### src/rtl/z80_bus_arbiter.sv
// rtl/z80_bus_arbiter.sv - Z80 bus arbiter: host accesses via BUSRQ/BUSAK with CPU passthrough
module z80_bus_arbiter #(
  parameter int WAIT_STATES   = 1,
  parameter int BUSAK_TIMEOUT = 255
) (
  input  logic        clk,
  input  logic        reset_n,
  input  logic        host_req,
  input  logic        host_we,
  input  logic        host_io,
  input  logic [15:0] host_addr,
  input  logic [7:0]  host_wdata,
  output logic [7:0]  host_rdata,
  output logic        host_ack,
  output logic        host_err,
  output logic        busrq_n,
  input  logic        busak_n,
  input  logic [15:0] cpu_A,
  input  logic [7:0]  cpu_dout,
  input  logic        cpu_mreq_n,
  input  logic        cpu_iorq_n,
  input  logic        cpu_rd_n,
  input  logic        cpu_wr_n,
  output logic [15:0] bus_A,
  output logic [7:0]  bus_dout,
  output logic        bus_mreq_n,
  output logic        bus_iorq_n,
  output logic        bus_rd_n,
  output logic        bus_wr_n,
  output logic        bus_data_oe,
  input  logic [7:0]  bus_di
);

  typedef enum logic [2:0] {
    S_IDLE, S_REQ, S_GRANT, S_T1, S_T2, S_T3, S_ACK, S_RELEASE
  } state_t;

  localparam logic [7:0] WS  = 8'(WAIT_STATES);
  localparam logic [7:0] TMO = 8'(BUSAK_TIMEOUT);

  state_t      state_q, state_d;
  logic [7:0]  tmo_cnt_q, tmo_cnt_d;
  logic [7:0]  wait_cnt_q, wait_cnt_d;
  logic [15:0] addr_q, addr_d;
  logic [7:0]  wdata_q, wdata_d;
  logic        we_q, we_d;
  logic        io_q, io_d;
  logic        busrq_n_q, busrq_n_d;
  logic        host_ack_q, host_ack_d;
  logic        host_err_q, host_err_d;
  logic [7:0]  host_rdata_q, host_rdata_d;
  logic [15:0] reg_a_q, reg_a_d;
  logic [7:0]  reg_dout_q, reg_dout_d;
  logic        reg_mreq_n_q, reg_mreq_n_d;
  logic        reg_iorq_n_q, reg_iorq_n_d;
  logic        reg_rd_n_q, reg_rd_n_d;
  logic        reg_wr_n_q, reg_wr_n_d;
  logic        reg_oe_q, reg_oe_d;
  logic        passthru;

  // Next-state, counters, host-side latches and completion pulses
  always_comb begin
    state_d      = state_q;
    tmo_cnt_d    = tmo_cnt_q;
    wait_cnt_d   = wait_cnt_q;
    addr_d       = addr_q;
    wdata_d      = wdata_q;
    we_d         = we_q;
    io_d         = io_q;
    host_rdata_d = host_rdata_q;
    host_ack_d   = 1'b0;
    host_err_d   = 1'b0;
    case (state_q)
      S_IDLE: begin
        if (host_req) begin
          state_d   = S_REQ;
          tmo_cnt_d = 8'd0;
        end
      end
      S_REQ: begin
        if (!busak_n) begin
          state_d = S_GRANT;
        end else begin
          tmo_cnt_d = tmo_cnt_q + 8'd1;
          if (tmo_cnt_q + 8'd1 == TMO) begin
            // Grant never came: complete the request with an error flag
            state_d    = S_IDLE;
            host_err_d = 1'b1;
            host_ack_d = 1'b1;
          end
        end
      end
      S_GRANT: begin
        if (host_req) begin
          state_d = S_T1;
          addr_d  = host_addr;
          wdata_d = host_wdata;
          we_d    = host_we;
          io_d    = host_io;
        end else begin
          state_d = S_RELEASE;
        end
      end
      S_T1: begin
        state_d    = S_T2;
        wait_cnt_d = WS;
      end
      S_T2: begin
        if (wait_cnt_q != 8'd0) begin
          wait_cnt_d = wait_cnt_q - 8'd1;
        end else begin
          state_d = S_T3;
        end
      end
      S_T3: begin
        if (!we_q) begin
          host_rdata_d = bus_di;
        end
        host_ack_d = 1'b1;
        state_d    = S_ACK;
      end
      S_ACK:     state_d = S_GRANT;
      S_RELEASE: state_d = S_IDLE;
      default:   state_d = S_IDLE;
    endcase
  end

  // Registered bus drive values, decoded from the state being entered
  always_comb begin
    busrq_n_d    = !(state_d inside {S_REQ, S_GRANT, S_T1, S_T2, S_T3, S_ACK});
    reg_a_d      = addr_d;
    reg_dout_d   = wdata_d;
    reg_mreq_n_d = 1'b1;
    reg_iorq_n_d = 1'b1;
    reg_rd_n_d   = 1'b1;
    reg_wr_n_d   = 1'b1;
    reg_oe_d     = 1'b0;
    case (state_d)
      S_T1: begin
        reg_mreq_n_d = io_d;
        reg_iorq_n_d = !io_d;
        reg_oe_d     = we_d;
      end
      S_T2, S_T3: begin
        reg_mreq_n_d = io_d;
        reg_iorq_n_d = !io_d;
        reg_rd_n_d   = we_d;
        reg_wr_n_d   = !we_d;
        reg_oe_d     = we_d;
      end
      default: ;
    endcase
  end

  // State and output registers; reset drops straight back to CPU passthrough
  always_ff @(posedge clk or negedge reset_n) begin
    if (!reset_n) begin
      state_q      <= S_IDLE;
      tmo_cnt_q    <= 8'd0;
      wait_cnt_q   <= 8'd0;
      addr_q       <= 16'd0;
      wdata_q      <= 8'd0;
      we_q         <= 1'b0;
      io_q         <= 1'b0;
      busrq_n_q    <= 1'b1;
      host_ack_q   <= 1'b0;
      host_err_q   <= 1'b0;
      host_rdata_q <= 8'd0;
      reg_a_q      <= 16'd0;
      reg_dout_q   <= 8'd0;
      reg_mreq_n_q <= 1'b1;
      reg_iorq_n_q <= 1'b1;
      reg_rd_n_q   <= 1'b1;
      reg_wr_n_q   <= 1'b1;
      reg_oe_q     <= 1'b0;
    end else begin
      state_q      <= state_d;
      tmo_cnt_q    <= tmo_cnt_d;
      wait_cnt_q   <= wait_cnt_d;
      addr_q       <= addr_d;
      wdata_q      <= wdata_d;
      we_q         <= we_d;
      io_q         <= io_d;
      busrq_n_q    <= busrq_n_d;
      host_ack_q   <= host_ack_d;
      host_err_q   <= host_err_d;
      host_rdata_q <= host_rdata_d;
      reg_a_q      <= reg_a_d;
      reg_dout_q   <= reg_dout_d;
      reg_mreq_n_q <= reg_mreq_n_d;
      reg_iorq_n_q <= reg_iorq_n_d;
      reg_rd_n_q   <= reg_rd_n_d;
      reg_wr_n_q   <= reg_wr_n_d;
      reg_oe_q     <= reg_oe_d;
    end
  end

  // CPU owns the pads until the grant is in hand
  assign passthru = (state_q == S_IDLE) || (state_q == S_REQ);

  assign bus_A       = passthru ? cpu_A      : reg_a_q;
  assign bus_dout    = passthru ? cpu_dout   : reg_dout_q;
  assign bus_mreq_n  = passthru ? cpu_mreq_n : reg_mreq_n_q;
  assign bus_iorq_n  = passthru ? cpu_iorq_n : reg_iorq_n_q;
  assign bus_rd_n    = passthru ? cpu_rd_n   : reg_rd_n_q;
  assign bus_wr_n    = passthru ? cpu_wr_n   : reg_wr_n_q;
  assign bus_data_oe = passthru ? !cpu_wr_n  : reg_oe_q;

  assign busrq_n    = busrq_n_q;
  assign host_ack   = host_ack_q;
  assign host_err   = host_err_q;
  assign host_rdata = host_rdata_q;

endmodule

### config.mk
export PLATFORM = sky130hd
export DESIGN_NAME = z80_bus_arbiter
export DESIGN_NICKNAME = d
export VERILOG_FILES = /design/src/rtl/z80_bus_arbiter.sv
export SDC_FILE = /design/constraint.sdc
export NUM_CORES = 1
export LEC_CHECK = 0
export ABC_CLOCK_PERIOD_IN_PS = 2400
export CORE_ASPECT_RATIO = 1.2
export CORE_MARGIN = 4
export CORE_UTILIZATION = 35
export CTS_CLUSTER_SIZE = 20
export DETAILED_ROUTE_END_ITERATION = 16
export GPL_TIMING_DRIVEN = 0
export SYNTH_ARGS = -nofsm -noshare
export SYNTH_HDL_FRONTEND = slang
export SYNTH_SLANG_ARGS = --single-unit
### constraint.sdc
create_clock -name clk -period 2.4 [get_ports clk]
set_input_delay 0.24 -clock clk [delete_from_list [all_inputs] [get_ports clk]]
set_output_delay 0.24 -clock clk [all_outputs]
set_load 0.01 [all_outputs]
==> impl_metrics.toml <==
[status]
status = "finished, violations left"
violations = "hold timing"

[worst_hold_path]
hp-class = "in -> async"

[placed_design]
place_congestion = 0.751
place_area_mm2 = 0.00424
port_buffers = 105
dpl.cell_count = 482
dp_worst_setup_slack_ns = -0.0421
post-dp-hpwl_mm = 5.59

[timing]
hold_ws_ns = -0.0264
period_minus_slack_ns = 2.27
setup_violations = 0
rsz0062_at_grt = "no"
post-route-period-util_pct = 94.8
report.final.slew_viol_count = 0
clock.fmax_ghz = 0.440
max-slew-margin-rel_pct = 47.0
setup_slack_ns = 0.126
tightest_slew_ns = 0.795
final-hold-violation-count = 16
final.setup_skew_ns = 0.00508

[cells_and_area]
fill_cells = 810
final_cells = 502
register_area_mm2 = 0.00154
fin_area_mm2 = 0.00446
area_delta_synth_final_pct = 46.7
final_net_count = 450
multiInputGateArea_mm2 = 0.00143
final_util_pct = 52.4
drive_gt1_share_pct = 26.8
n_antenna_cell = 0

[critical_path]
rr_worst_depth = 7
worstPathRequired_ns = 2.16
cp_data_arrival_time_ns = 2.03
critPathCaptureType = "output pin"
timing.rr.end = "wait_cnt_q[4]"
crit_fanout = 10
crit_type = "reg -> out"
critPathLaunchType = "flop"
reg2reg_slack_ns = 0.37
reg2reg_from = "wait_cnt_q[0]"

[clocking]
cts_tree = "done"
cts_sinks = 61
cts-root-buf = "clkbuf_8"
cts-buffers-inserted = 9
holdBufCountCts = 0
ctsLongestPathBuffers = 2
clock_latency_ns = 0.33
htreeDepth = 3
clk_pin_slew_ns = 0.06

[floorplan]
chipWidth_um = 93.1
io_pins = 106
die_h_um = 110
start_util_pct = 35.7
die_area_mm2 = 0.0103
core_mm2 = 0.00852
row_count = 37

[routing]
drc = 0
finalWirelength_mm = 7.52
ant_nets = 0
wl_per_cell_um = 15.0
vias_per_cell = 4.82
drt-pass1-iter-count = 4
vias = 2419
drtIter0Drc = 54

[yosys]
synth_commonest_cells = "60 x mux2_2, 56 x dfrtp_1, 21 x o21ai_0, 16 x nor2_1, 12 x nand2_1"
synth-seq-cells = 61
ys_types = 42
synth_top_cell_area_share_pct = 46.1
synth_edf_count = 0
post-synth-top-count-cell = "mux2_2"
synth_nets = 330
syn_avg_cell_area_um2 = 11.7
synth_area_leader_cell = "dfrtp_1"
yosysSeqAreaShare_pct = 50.4
ys_top_cells_by_area = "dfrtp_1 46%, mux2_2 22%, dfstp_2 4.3%"
netlist_area_mm2 = 0.00304
synthCells = 260
yosysWarningCount = 0
postSynth.asyncResetShare_pct = 100
synth_flop_cell = "dfrtp_1"

[power]
p_total_mw = 5.32
power_density_mw_per_mm2 = 1190
power_leakage_nw = 1.83
vdd_drop_max_uv = 509

[global_routing]
antenna_found_initial = 0
grt_pass1_wl_mm = 12.2
grt_pass1_vias = 2486
grt.total_usage_pct = 15.3
gr-total-overflow = 0
grt_max_degree = 62

[flow_run]
cap_violations = 0
-- cells in the final DEF (no fill, tap or decap), drive strengths merged, types with 3 or more instances in the layout --
| master | instances |
|---|---|
| clkdlybuf4s50 | 99 |
| mux2 | 60 |
| dfrtp | 56 |
| o21ai | 22 |
| clkbuf | 17 |
| nor2 | 16 |
| buf | 13 |
| nand2 | 12 |
| inv | 7 |
| nand2b | 7 |
| nor2b | 5 |
| a21oi | 5 |
| o31ai | 5 |
| xor2 | 5 |
| dfstp | 5 |
| dlygate4sd2 | 5 |
| ha | 4 |
| nor3b | 4 |
| nand3 | 3 |
| or2 | 3 |
| nor4 | 3 |
| mux2i | 3 |
| and2 | 3 |
| o211ai | 3 |
-- worst max path at each step --
stage                  start       endpoint  slack, ns  cells after the start
2_1_floorplan  wait_cnt_q[0]  wait_cnt_q[4]       0.58                      7
3_3_place_gp         reset_n     reg_a_q[7]       -1.0                      1
3_5_place_dp      state_q[1]    bus_dout[2]      -0.04                      6
4_1_cts           state_q[1]      bus_A[10]       0.03                      4
5_1_grt           state_q[1]    bus_dout[3]       0.03                      5
6_report          state_q[1]      bus_A[14]       0.13                      5
-- final cells by class --
type,count,area share (%)
tap,117,3.28
clock inverter,2,0.224
sequential,61,34.4
clock buffer,14,3.42
multi-input combinational,181,32.1
buffer,9,1.37
inverter,7,0.589
timing repair buffer,111,24.6
-- worst max-delay path, stage by stage, from the launching register on --
cell,delay [ns]
dfrtp_2,0.44
nor2_2,0.15
buf_6,0.14
buf_6,0.15
mux2_2,0.34
clkdlybuf4s50_1,0.48
-- repair_timing --
action,CTS,global route
setup endpoints to repair,28,22
resized for setup,14,0
setup buffers,2,4
-- flip-flops by register name, summed over array words and instances, names as in the netlist --
signal / cells
reg_a_q: 16
host_rdata: 8
reg_dout_q: 8
tmo_cnt_q: 8
wait_cnt_q: 8
state_q: 3
busrq_n: 1
host_ack: 1
host_err: 1
io_q: 1
reg_iorq_n_q: 1
reg_mreq_n_q: 1
reg_oe_q: 1
reg_rd_n_q: 1
reg_wr_n_q: 1
we_q: 1
-- layer usage --
layer  vias to the layer above  GRT usage [%]  part of all wire, %
li1                       1166              -                    -
met1                      1188           17.9                   39
met2                        53           26.1                   53
met3                        12           4.82                  5.1
met4                         0           6.07                  2.1
met5                         -              0                    0
-- per-stage QoR --
stage               hold slack (ns)  TNS (ns)
floorplan                   -0.0556         0
detailed placement            0.385    -0.334
global route                 0.0468         0
CTS                          0.0209         0
global placement              0.469    -57.07
finish                      -0.0264         0
-- power breakdown --
group	leakage (nW)	total, mW	internal, mW	switching, mW
Clock	0.0844	0.782	0.401	0.381
Sequential	0.749	1.76	1.49	0.268
Combinational	0.996	2.78	1.64	1.14
Total	1.83	5.32	3.53	1.79
-- logic make-up after synthesis --
group	synth area share (%)
buffers and inverters	2.67
and+or+nand+nor	11.2
DFF	50.4
xor gates and xnor gates	2.01
adders and majority gates	1.64
AOI/OAI and AO/OA	8.88
muxes	23.2
(Power assumes the default switching activity.)
